[src/rtl/kernel_launch_controller_pkg.sv]
`default_nettype none
// ============================================================================
// Module      : kernel_launch_controller_pkg
// Description : Shared constants, FSM encoding and the kernel descriptor type
//               for the kernel launch controller and its round-robin arbiter.
// Revision    : 1.0 - initial release
// ============================================================================
package kernel_launch_controller_pkg;

    localparam int NUM_SIMD_CORES  = 4;
    localparam int LOG2_SIMD_CORES = $clog2(NUM_SIMD_CORES);
    localparam int WARP_SIZE       = 8;
    localparam int TC_W            = 16;
    localparam int PC_W            = 32;

    // Kernel descriptor. The controller keeps the launched kernel in one of
    // these: start_pc is echoed on every dispatch, thread_count counts down
    // the threads still to be issued, warp_id is the next warp index.
    typedef struct packed {
        logic [PC_W-1:0] start_pc;
        logic [TC_W-1:0] thread_count;
        logic [TC_W-1:0] warp_id;
    } kernel_t;

    // Controller FSM encoding
    localparam logic [1:0] c_ST_IDLE     = 2'd0;
    localparam logic [1:0] c_ST_DISPATCH = 2'd1;
    localparam logic [1:0] c_ST_DRAIN    = 2'd2;
    localparam logic [1:0] c_ST_DONE     = 2'd3;

endpackage
`default_nettype wire

[src/rtl/kernel_launch_controller_rr_arbiter.sv]
`default_nettype none
// ============================================================================
// Module      : kernel_launch_controller_rr_arbiter
// Description : Purely combinational round-robin priority rotate. Grants the
//               first requester at or after ptr, wrapping past the top.
// Ports       : req   - request vector (one bit per core)
//               ptr   - index where the search starts
//               grant - one-hot grant
//               idx   - index of the granted requester
//               valid - at least one request was present
// Revision    : 1.0 - initial release
// ============================================================================
module kernel_launch_controller_rr_arbiter
    import kernel_launch_controller_pkg::*;
#(
    parameter int N     = 4,
    parameter int IDX_W = $clog2(N)
) (
    input  logic [N-1:0]     req,
    input  logic [IDX_W-1:0] ptr,
    output logic [N-1:0]     grant,
    output logic [IDX_W-1:0] idx,
    output logic             valid
);

    logic [IDX_W-1:0] w_cand;

    always_comb begin
        grant  = '0;
        idx    = '0;
        valid  = 1'b0;
        w_cand = '0;
        for (int i = 0; i < N; i++) begin
            // Candidate index (ptr + i) mod N without a divider
            if (int'(ptr) + i >= N) begin
                w_cand = IDX_W'(int'(ptr) + i - N);
            end else begin
                w_cand = IDX_W'(int'(ptr) + i);
            end
            if (!valid && req[w_cand]) begin
                valid         = 1'b1;
                idx           = w_cand;
                grant[w_cand] = 1'b1;
            end
        end
    end

endmodule
`default_nettype wire

[src/rtl/kernel_launch_controller.sv]
`default_nettype none
// ============================================================================
// Module      : kernel_launch_controller
// Description : GPU front-end scheduler. Accepts one kernel launch at a time,
//               splits its threads into warps of WARP_SIZE, issues each warp
//               to a free SIMD core round-robin, tracks per-core busy state
//               from completion pulses and pulses kernel_done at the end.
// Ports       : clk, rst (async, active-high)
//               kernel_valid/kernel_ready/kernel_start_pc/kernel_thread_count
//                 - launch handshake from the host
//               core_done      - per-core warp retirement pulses
//               dispatch_*     - one-cycle warp issue to the core array
//               core_busy      - registered per-core busy vector
//               kernel_done    - one-cycle kernel completion pulse
// Revision    : 1.0 - initial release
// ============================================================================
module kernel_launch_controller
    import kernel_launch_controller_pkg::*;
#(
    parameter int NUM_SIMD_CORES = kernel_launch_controller_pkg::NUM_SIMD_CORES,
    parameter int WARP_SIZE      = kernel_launch_controller_pkg::WARP_SIZE,
    parameter int TC_W           = kernel_launch_controller_pkg::TC_W,
    parameter int PC_W           = kernel_launch_controller_pkg::PC_W
) (
    input  logic                              clk,
    input  logic                              rst,
    input  logic                              kernel_valid,
    output logic                              kernel_ready,
    input  logic [PC_W-1:0]                   kernel_start_pc,
    input  logic [TC_W-1:0]                   kernel_thread_count,
    input  logic [NUM_SIMD_CORES-1:0]         core_done,
    output logic                              dispatch_valid,
    output logic [$clog2(NUM_SIMD_CORES)-1:0] dispatch_core_id,
    output logic [PC_W-1:0]                   dispatch_pc,
    output logic [TC_W-1:0]                   dispatch_warp_id,
    output logic [$clog2(WARP_SIZE):0]        dispatch_threads,
    output logic [NUM_SIMD_CORES-1:0]         core_busy,
    output logic                              kernel_done
);

    localparam int c_CID_W = $clog2(NUM_SIMD_CORES);
    localparam int c_THR_W = $clog2(WARP_SIZE) + 1;
    localparam int c_OUT_W = $clog2(NUM_SIMD_CORES) + 1;
    localparam logic [TC_W-1:0] c_WARP_TC = TC_W'(WARP_SIZE);

    logic [1:0]                r_state;
    logic [1:0]                w_state_next;
    kernel_t                   r_kernel;
    logic [c_OUT_W-1:0]        r_outstanding;
    logic [NUM_SIMD_CORES-1:0] r_core_busy;
    logic [c_CID_W-1:0]        r_rr_ptr;

    logic                      r_dispatch_valid;
    logic [c_CID_W-1:0]        r_dispatch_core_id;
    logic [PC_W-1:0]           r_dispatch_pc;
    logic [TC_W-1:0]           r_dispatch_warp_id;
    logic [c_THR_W-1:0]        r_dispatch_threads;

    logic [NUM_SIMD_CORES-1:0] w_grant;
    logic [c_CID_W-1:0]        w_grant_idx;
    logic                      w_grant_valid;
    logic                      w_accept;
    logic                      w_dispatch;
    logic [c_THR_W-1:0]        w_threads;
    logic [TC_W-1:0]           w_remaining_next;
    logic [NUM_SIMD_CORES-1:0] w_done_valid;
    logic [c_OUT_W-1:0]        w_done_cnt;

    // Selection uses the registered busy vector, so a core freed this cycle
    // only becomes selectable next cycle.
    kernel_launch_controller_rr_arbiter #(
        .N     (NUM_SIMD_CORES),
        .IDX_W (c_CID_W)
    ) u_rr_arbiter (
        .req   (~r_core_busy),
        .ptr   (r_rr_ptr),
        .grant (w_grant),
        .idx   (w_grant_idx),
        .valid (w_grant_valid)
    );

    assign w_accept   = kernel_valid && kernel_ready;
    assign w_dispatch = (r_state == c_ST_DISPATCH) && w_grant_valid;

    // Threads in the warp being issued: a full warp, or whatever is left
    always_comb begin
        if (r_kernel.thread_count >= c_WARP_TC) begin
            w_threads = c_THR_W'(WARP_SIZE);
        end else begin
            w_threads = r_kernel.thread_count[c_THR_W-1:0];
        end
    end

    // Only consumed when dispatching, where w_threads <= thread_count
    assign w_remaining_next = r_kernel.thread_count - TC_W'(w_threads);

    // Completions on idle cores are ignored
    assign w_done_valid = core_done & r_core_busy;
    assign w_done_cnt   = c_OUT_W'($countones(w_done_valid));

    // ---------------- FSM: state register ----------------
    always_ff @(posedge clk or posedge rst) begin
        if (rst) begin
            r_state <= c_ST_IDLE;
        end else begin
            r_state <= w_state_next;
        end
    end

    // ---------------- FSM: next state ----------------
    always_comb begin
        w_state_next = r_state;
        case (r_state)
            c_ST_IDLE: begin
                if (w_accept) begin
                    w_state_next = (kernel_thread_count == '0) ? c_ST_DONE : c_ST_DISPATCH;
                end
            end
            c_ST_DISPATCH: begin
                if (w_dispatch && (w_remaining_next == '0)) begin
                    w_state_next = c_ST_DRAIN;
                end
            end
            c_ST_DRAIN: begin
                if (r_outstanding == '0) begin
                    w_state_next = c_ST_DONE;
                end
            end
            default: begin
                w_state_next = c_ST_IDLE;
            end
        endcase
    end

    // ---------------- FSM: outputs ----------------
    always_comb begin
        kernel_ready = (r_state == c_ST_IDLE) && !rst;
        kernel_done  = (r_state == c_ST_DONE);
    end

    // ---------------- Datapath ----------------
    always_ff @(posedge clk or posedge rst) begin
        if (rst) begin
            r_kernel           <= '0;
            r_outstanding      <= '0;
            r_core_busy        <= '0;
            r_rr_ptr           <= '0;
            r_dispatch_valid   <= 1'b0;
            r_dispatch_core_id <= '0;
            r_dispatch_pc      <= '0;
            r_dispatch_warp_id <= '0;
            r_dispatch_threads <= '0;
        end else begin
            r_dispatch_valid <= w_dispatch;

            // Issue and retire may hit the same cycle; they net here
            r_outstanding <= r_outstanding + c_OUT_W'(w_dispatch) - w_done_cnt;
            r_core_busy   <= (r_core_busy & ~w_done_valid) | (w_dispatch ? w_grant : '0);

            if (w_accept) begin
                r_kernel.start_pc     <= kernel_start_pc;
                r_kernel.thread_count <= kernel_thread_count;
                r_kernel.warp_id      <= '0;
            end else if (w_dispatch) begin
                r_kernel.thread_count <= w_remaining_next;
                r_kernel.warp_id      <= r_kernel.warp_id + 1'b1;
            end

            if (w_dispatch) begin
                r_dispatch_core_id <= w_grant_idx;
                r_dispatch_pc      <= r_kernel.start_pc;
                r_dispatch_warp_id <= r_kernel.warp_id;
                r_dispatch_threads <= w_threads;
                if (w_grant_idx == c_CID_W'(NUM_SIMD_CORES - 1)) begin
                    r_rr_ptr <= '0;
                end else begin
                    r_rr_ptr <= w_grant_idx + 1'b1;
                end
            end
        end
    end

    assign dispatch_valid   = r_dispatch_valid;
    assign dispatch_core_id = r_dispatch_core_id;
    assign dispatch_pc      = r_dispatch_pc;
    assign dispatch_warp_id = r_dispatch_warp_id;
    assign dispatch_threads = r_dispatch_threads;
    assign core_busy        = r_core_busy;

endmodule
`default_nettype wire

[config.mk]
export PLATFORM = sky130hd
export DESIGN_NAME = kernel_launch_controller
export DESIGN_NICKNAME = d
export VERILOG_FILES = /design/src/rtl/kernel_launch_controller_pkg.sv /design/src/rtl/kernel_launch_controller_rr_arbiter.sv /design/src/rtl/kernel_launch_controller.sv
export SDC_FILE = /design/constraint.sdc
export NUM_CORES = 1
export LEC_CHECK = 0
export CORE_ASPECT_RATIO = 1.25
export CORE_MARGIN = 4
export CORE_UTILIZATION = 40
export CTS_BUF_LIST = sky130_fd_sc_hd__clkbuf_8
export CTS_CLUSTER_SIZE = 40
export DETAILED_ROUTE_END_ITERATION = 16
export GPL_TIMING_DRIVEN = 0
export MAX_ROUTING_LAYER = met4
export PLACE_DENSITY = 0.69
export REMOVE_ABC_BUFFERS = 1
export SLEW_MARGIN = 10
export SYNTH_ARGS = -nofsm -noshare
export SYNTH_HDL_FRONTEND = slang
export SYNTH_SLANG_ARGS = --single-unit
[constraint.sdc]
create_clock -name clk -period 6.8 [get_ports clk]
set_input_delay 2.04 -clock clk [delete_from_list [all_inputs] [get_ports clk]]
set_output_delay 2.04 -clock clk [all_outputs]
set_load 0.02 [all_outputs]
# After elaboration in Yosys (flattened, before gate mapping)
# Index checks and enable logic that the tools add are counted.
# totals
register_bits	130
input_bits	55
out_inout_bits	61
elab_cells	118
# op_classes
add_sub_neg	15
order_cmp	13
eq_ne	7
n_mux	42
bitwise	8
reduce_logical	21
# op_table
operator	n
32-bit 2-to-1 mux	2
16-bit zero test	2
2-bit 2-to-1 mux	13
4-bit 2-to-1 mux	6
16-bit by 1-bit adder with 16-bit output (second input constant)	1
16-bit by 4-bit greater-or-equal comparator with 1-bit output (second input constant)	1
4-bit bitwise OR	4
16-bit by 4-bit subtractor with 16-bit output	1
2-bit by 3-bit less-than comparator with 1-bit output (second input constant)	4
1-bit 2-to-1 mux	12
1-bit logical AND	11
3-bit greater-or-equal comparator (second input constant)	3
4-bit AND	2
1-bit binary-select mux with 2-bit select	4
1-bit demux with 2-bit select	4
2-bit by 1-bit greater-or-equal comparator with 1-bit output (second input constant)	4
4-bit NOT	2
2-bit by 1-bit subtractor with 2-bit output (second input constant)	4
2-bit by 2-bit adder with 3-bit output (second input constant)	2
2-bit == test (second input constant)	3
2-bit case mux with 3 select lines	1
1-bit by 1-bit adder with 2-bit output	2
1-bit zero test	4
2-bit inequality test (second input constant)	2
other kinds (12)	12

# Logic depth before layout (Yosys ltp)
# Gate-level depths: netlist (run 1).
# logic_depth
word_depth	18
depth_mapped	15
mapped_depth_nobuf	11

# Hierarchy
# Synthesis (run 1) repeated with hierarchy kept, for this count alone.
# unflattened
hier_cells	671
hier_area_um2	6073.3
# modules_own_cells
mod	instances	cells_per_inst	area_each_um2	seq_area_each_um2
kernel_launch_controller	1	626	5651.7	3253.1
kernel_launch_controller_rr_arbiter	1	45	421.7	0.0

# Worst setup path after synthesis (run 1)
# No wires, ideal clock.
# synth_timing
path_type	input to output
from	input port rst
to	output port kernel_ready
arrival_time_ps	2395
required_ps	4760
path_slack_ps	2365
stages	1
n_path_buf	0
path_cell_list	nor2b_1
# synth_via
elab_chain_cells	2
# synth_rtl
item	line_no	text
start, declared	kernel_launch_controller.sv:26	input logic rst,
1-bit zero test (no source line)	--	
1-bit logical AND	kernel_launch_controller.sv:137	kernel_ready = (r_state == c_ST_IDLE) && !rst;
end, declared	kernel_launch_controller.sv:28	output logic kernel_ready,
# Every way passes these cells.

# Worst setup path in the final report (run 1)
# Same ends and word-level chain as after synthesis.

==> flow_metrics.py, run 1 <==
metrics = {
    "placed_design": {
        "dp_slack_ns": 1.31,
        "dp_hpwl_mm": 9.55,
        "gp_congestion": 0.882,
        "port_buffers": 115,
        "placed_cell_area_um2": 7600,
        "place_inst": 986,
    },
    "sta": {
        "clock.fmax_mhz": 182,
        "slew_violations": 0,
        "rsz0062_at_grt": "no",
        "fin_ws_ns": 1.31,
        "period_minus_slack_ns": 5.49,
        "worst_pin_slew_ns": 0.821,
        "setup-violations-final": 0,
        "timing.hold.ws_ns": 0.463,
        "slew_headroom": 0.453,
        "hold_viol": 0,
        "fin_crit_sh": 0.807,
        "skew_ns": 0.0141,
    },
    "critical_path": {
        "critPathCapture": "kernel_ready",
        "r2r_cells": 11,
        "reg2reg_slack_ns": 2.76,
        "crit_required_ns": 4.76,
        "r2r-end": "r_outstanding[2]",
        "cp_max_fo": 3,
        "start_kind": "input port",
        "critPathKind": "input port to output pin",
        "crit_start": "rst",
        "r2r_start": "r_rr_ptr[0]",
        "cp-end-kind": "output pin",
        "arrival_ns": 3.45,
    },
    "die": {
        "die_h_um": 148,
        "initial_utilization": 0.412,
        "die_area_um2": 17700,
        "coreArea_um2": 15100,
        "die_w_um": 120,
        "num_rows": 50,
        "ios": 116,
    },
    "detailed_routing": {
        "ant_nets": 0,
        "wirelength_mm": 14.4,
        "drc": 0,
        "via_per_inst": 4.93,
        "wl_per_cell_um": 14.2,
        "first_iter_violations": 264,
        "vias": 5026,
        "dr.pass1.iters": 5,
    },
    "power": {
        "p_sw_mw": 1.39,
        "pwr-share-comb": 0.425,
        "pwr-share-clk": 0.189,
        "swShare": 0.410,
        "p_seq_frac": 0.385,
        "leakagePower_nw": 3.75,
        "p_per_area_nw_per_um2": 424,
        "internal-power_mw": 2.00,
        "worst_ir_drop_vdd_uv": 249,
    },
    "synthesis": {
        "ys_types": 60,
        "synth.top_cell.area_share": 0.522,
        "synth-edff-count": 0,
        "synthTopCellsByArea": "dfrtp_1 52%, nand2_1 17%, ha_1 3.4%",
        "syn_area_per_cell_um2": 9.02,
        "ys.flop_type": "dfrtp_1",
        "synth_top_cell_by_area": "dfrtp_1",
        "synth.most_common_cell": "nand2_1",
        "synth-seq-cells": 130,
        "seq_area_frac_synth": 0.522,
        "synthArstFlopShare": 1.00,
        "syn_area_um2": 6230,
        "yosysWarnings": 0,
        "synth.top_cells.by_count": "288 x nand2_1, 130 x dfrtp_1, 36 x nor2_1, 19 x inv_1, 18 x xor2_1",
        "synth_cells": 691,
    },
    "clocking": {
        "cts.sinks": 130,
        "cts.repair.resized": 0,
        "post_cts_buffers": 0,
        "clkLatencyLatePin_ns": 0.45,
        "clk_pin_slew_ns": 0.08,
        "hold_buffers": 0,
        "h-tree-depth": 4,
        "cts_inserted_buffers": 17,
        "cts_buffer_depth": 2,
        "cts_tree": "yes",
        "cts_root_buf": "clkbuf_8",
    },
    "outcome": {
        "run_status": "finished, final reports clean",
    },
    "flow_run": {
        "max-cap-violations": 0,
    },
    "min_path": {
        "holdCritPathClass": "flop to flop",
    },
    "global_routing": {
        "overflow": 0,
        "grtUsageTotal": 0.177,
        "grt_pass1_wl_mm": 24.6,
        "grt_max_degree": 75,
        "antenna_found_initial": 1,
        "grt_pass1_vias": 5025,
    },
    "layout": {
        "nets": 872,
        "fillers": 1431,
        "final_cells": 1019,
        "synthToLayoutAreaGrowth_pct": 28.3,
        "fin_util": 0.528,
        "multi_input_area_um2": 2780,
        "final_area_um2": 7990,
        "regArea_um2": 3250,
        "drive_above_1_share": 0.0667,
    },
}
[flip-flops by register name, indices dropped and copies added (netlist names), 2 cells and up]
| signal | count |
|---|---|
| r_rr_ptr | 2 |
| dispatch_warp_id | 16 |
| core_busy | 4 |
| dispatch_threads | 4 |
| dispatch_core_id | 2 |
| r_outstanding | 3 |
| dispatch_pc | 32 |
| r_kernel | 64 |
| r_state | 2 |
[cells in the final DEF, fill, tap and decap left out, types with 6 or more instances in the layout]
master,netlist,layout
nand2_1,288,287
xnor2_1,12,12
nor2_1,36,36
o21ai_1,8,8
o21ai_0,12,12
clkbuf_8,0,19
clkdlybuf4s50_1,0,115
inv_1,19,18
ha_1,17,17
inv_6,0,6
xor2_1,18,18
a21oi_1,13,13
nor3_1,9,9
nand3_1,14,14
dfrtp_1,130,130
[routing by layer]
metal | track usage | part of all wire | up-vias
met5 | - | 0 | -
met4 | 0.0716 | 0.018 | 0
met3 | 0.0432 | 0.043 | 18
met2 | 0.290 | 0.51 | 110
met1 | 0.211 | 0.43 | 2423
li1 | - | - | 2475
[kinds of logic after synthesis]
| family | synth area share |
|---|---|
| DFF | 0.522 |
| other | 0.000602 |
| xor gates and xnor gates | 0.0422 |
| AOI/OAI and AO/OA | 0.0691 |
| adders and majority gates | 0.0438 |
| muxes | 0.0253 |
| and+or+nand+nor | 0.263 |
| buffers and inverters | 0.0341 |
[layout make-up]
type	count	area share
Antenna cell	1	0.000313
Clock buffer	19	0.0327
Clock inverter	13	0.0157
Inverter	20	0.0103
Multi-Input combinational cell	510	0.348
Sequential cell	130	0.407
Tap cell	208	0.0326
Timing Repair Buffer	118	0.153
[how the worst min path moves through the flow]
stage,cells past startpoint,slack (ns),from,to
after floorplan,2,0.44,r_kernel[32],dispatch_pc[0]
after global placement,2,0.45,r_kernel[59],dispatch_pc[27]
after detailed placement,2,0.45,r_kernel[49],dispatch_pc[17]
after CTS,2,0.46,r_kernel[54],dispatch_pc[22]
after global routing,2,0.48,r_kernel[37],dispatch_pc[5]
final,2,0.46,r_kernel[54],dispatch_pc[22]
[metrics by stage]
| stage | setup TNS [ns] | total power [mW] |
|---|---|---|
| after detailed placement | 0 | 2.77 |
| after floorplan | 0 | 2.21 |
| after global routing | 0 | 3.67 |
| final | 0 | 3.39 |
| after global placement | -94.64 | 2.72 |
| after CTS | 0 | 3.43 |
[worst max-delay path: stages]
cell and delay (ns):
clkdlybuf4s50_1 0.49, nor2b_1 0.25, clkdlybuf4s50_1 0.66
[power by group through the flow]
stage,logic [mW],clock network [mW],registers [mW]
6_report,1.44,0.641,1.31
2_1_floorplan,0.808,0,1.40
3_3_place_gp,1.41,0,1.31
5_1_grt,1.62,0.697,1.35
4_1_cts,1.46,0.663,1.31
3_5_place_dp,1.46,0,1.32
No activity file was read; power rests on OpenSTA's default activity.
==> inputs of run 2 (changes only) <==
==> constraint.sdc (replaced) <==
create_clock -name clk -period 5.7 [get_ports clk]
set_input_delay 1.71 -clock clk [delete_from_list [all_inputs] [get_ports clk]]
set_output_delay 1.71 -clock clk [all_outputs]
set_load 0.02 [all_outputs]
==> results of run 2 <==
The final DEF is identical to that of run 1. Status: finished, final reports clean.
Among the figures that moved: setup slack after placement 1.31 ns -> 0.867 ns; setup slack after layout 1.31 ns -> 0.874 ns; register-to-register setup slack 2.76 ns -> 1.66 ns; total power 3.39 mW -> 4.04 mW; worst IR drop on VDD 249 uV -> 297 uV
==> inputs of run 3 (changes only) <==
--- a/config.mk
+++ b/config.mk
@@ -13,7 +13,7 @@
 export DETAILED_ROUTE_END_ITERATION = 16
 export GPL_TIMING_DRIVEN = 0
 export MAX_ROUTING_LAYER = met4
-export PLACE_DENSITY = 0.69
+export PLACE_DENSITY = 0.71
 export REMOVE_ABC_BUFFERS = 1
 export SLEW_MARGIN = 10
 export SYNTH_ARGS = -nofsm -noshare
==> constraint.sdc (replaced) <==
create_clock -name clk -period 4.08 [get_ports clk]
set_input_delay 1.224 -clock clk [delete_from_list [all_inputs] [get_ports clk]]
set_output_delay 1.224 -clock clk [all_outputs]
set_load 0.02 [all_outputs]
==> run 3 against run 2 <==
Clock skew shrank 0.0038 ns. Sequential cell count did not move. Worst hold slack better by 0.0017 ns. Global-route usage grew 0.051 points. Sequential share of layout area barely moved. Sequential power increased by 40%. Final area hardly changed. Register-to-register slack got worse by 1.4 ns. Via count shrank 1.5%. First-iteration DRC count down 2.7%. Clock power increased by 40%. Critical endpoint unchanged. Power increased by 40%.
==> flow_metrics.py, run 3 (synthesis gave the netlist of run 1 again) <==
metrics = {
    "outcome": {
        "run_status": "finished, final reports clean",
    },
    "sta": {
        "slew_violations": 0,
        "fin_ws_ns": 0.226,
        "clock.fmax_mhz": 259,
        "rsz0062_at_grt": "no",
        "hold_viol": 0,
        "slew_headroom": 0.453,
        "skew_ns": 0.0103,
        "worst_pin_slew_ns": 0.821,
        "fin_crit_sh": 0.945,
        "setup-violations-final": 0,
        "timing.hold.ws_ns": 0.465,
        "period_minus_slack_ns": 3.85,
    },
    "critical_path": {
        "cp_max_fo": 3,
        "crit_top_cell": "clkdlybuf4s50_1",
        "cp-end-kind": "output pin",
        "arrival_ns": 2.63,
        "start_kind": "input port",
        "cp_cell_sequence": "clkdlybuf4s50_1 > nor2b_1 > clkdlybuf4s50_1",
        "crit_required_ns": 2.86,
        "critPathKind": "input port to output pin",
        "crit_path_top_delay_cell": "clkdlybuf4s50_1",
        "cp_slowest_stage_delay_ns": 0.65,
        "path_delay_family": "buffers and inverters",
        "cp_num_buf_inv": 2,
    },
    "placed_design": {
        "port_buffers": 115,
        "place_inst": 986,
        "dp_slack_ns": -0.0131,
        "dp_hpwl_mm": 9.57,
        "gp_congestion": 0.834,
    },
    "power": {
        "total_power_mw": 5.67,
        "worst_ir_drop_vdd_uv": 390,
        "p_per_area_nw_per_um2": 709,
        "leakagePower_nw": 3.75,
    },
    "clocking": {
        "post_cts_buffers": 0,
        "cts_inserted_buffers": 17,
        "clkLatencyLatePin_ns": 0.44,
        "cts.sinks": 130,
        "cts_buffer_depth": 2,
        "h-tree-depth": 4,
        "cts_root_buf": "clkbuf_8",
        "hold_buffers": 0,
        "clk_pin_slew_ns": 0.07,
        "cts_tree": "yes",
    },
    "flow_run": {
        "max-cap-violations": 0,
    },
    "detailed_routing": {
        "vias": 4952,
        "dr.pass1.iters": 4,
        "drc": 0,
        "via_per_inst": 4.86,
        "wirelength_mm": 14.5,
        "wl_per_cell_um": 14.2,
        "first_iter_violations": 257,
        "ant_nets": 0,
    },
    "layout": {
        "mostFrequentLayoutCells": "287 x nand2_1, 128 x dfrtp_1, 115 x clkdlybuf4s50_1, 36 x nor2_1, 21 x inv_1",
        "fin_util": 0.528,
        "largest_register_ffs": 64,
        "largest_register": "r_kernel",
        "layout_commonest_cell": "nand2_1",
        "drive_above_1_share": 0.0654,
        "nets": 872,
        "final_cells": 1019,
        "synthToLayoutAreaGrowth_pct": 28.2,
    },
    "global_routing": {
        "overflow": 0,
        "grt_max_degree": 75,
        "grt_pass1_wl_mm": 24.5,
        "antenna_found_initial": 1,
        "grtUsageTotal": 0.178,
        "grt_pass1_vias": 4913,
    },
    "die": {
        "num_rows": 50,
        "die_area_um2": 17700,
        "coreArea_um2": 15100,
        "initial_utilization": 0.412,
        "die_w_um": 120,
        "ios": 116,
        "die_h_um": 148,
    },
    "min_path": {
        "holdCritPathClass": "flop to flop",
    },
}
==> run 3: final timing paths <==
path	cells after the start	slack, ns	endpoint	start
worst max-delay path	3	0.23	kernel_ready	rst
worst min register to register	2	0.46	dispatch_threads[1]	dispatch_threads[1]
worst min-delay path	2	0.46	dispatch_threads[1]	dispatch_threads[1]
max in group asynchronous	3	2.06	dispatch_threads[3]	rst
worst max register to register	11	0.23	r_outstanding[2]	r_rr_ptr[0]
min in group asynchronous	2	1.27	r_kernel[22]	rst
==> run 3: what timing repair did <==
action	4_1_cts	5_1_grt
pin swaps	0	0
endpoints found under the setup margin	1	1
gates resized for setup	1	1
hold endpoints to repair	0	0
==> run 3: power breakdown <==
| group | internal, mW | total, mW | switching (mW) |
|---|---|---|---|
| combinational | 1.04 | 2.41 | 1.37 |
| sequential | 1.77 | 2.18 | 0.408 |
| clock | 0.556 | 1.07 | 0.518 |
==> run 3: routing by layer <==
metal	global-route usage	vias up	share of wire
met2	0.289	124	0.49
li1	-	2470	-
met4	0.0705	0	0.020
met3	0.0398	22	0.047
met5	-	-	0
met1	0.216	2336	0.44
==> run 3: area by class of cell <==
class,instances,area [um^2]
multi-input combinational,510,2780
inverter,20,82.6
fill,1438,7150
antenna,1,2.50
tap,208,260
timing repair buffer,118,1220
clock buffer,18,248
sequential,130,3260
clock inverter,14,143
==> run 3: worst reg2reg max path: stages (launching register included) <==
cell and delay (ns):
dfrtp_2 0.60, inv_1 0.20, ha_1 0.44, mux4_2 0.63
a41o_4 0.41, fa_1 0.50, inv_1 0.07, ha_1 0.13
inv_1 0.05, fa_1 0.41, xor2_1 0.17, xnor2_1 0.13
==> run 3: per-stage QoR <==
stage / area, um^2 / TNS [ns]
after floorplan: 6100 / -83.33
after global placement: 7510 / -483.59
after detailed placement: 7600 / -0.0131
after CTS: 7990 / 0
after global routing: 7990 / 0
final: 7990 / 0
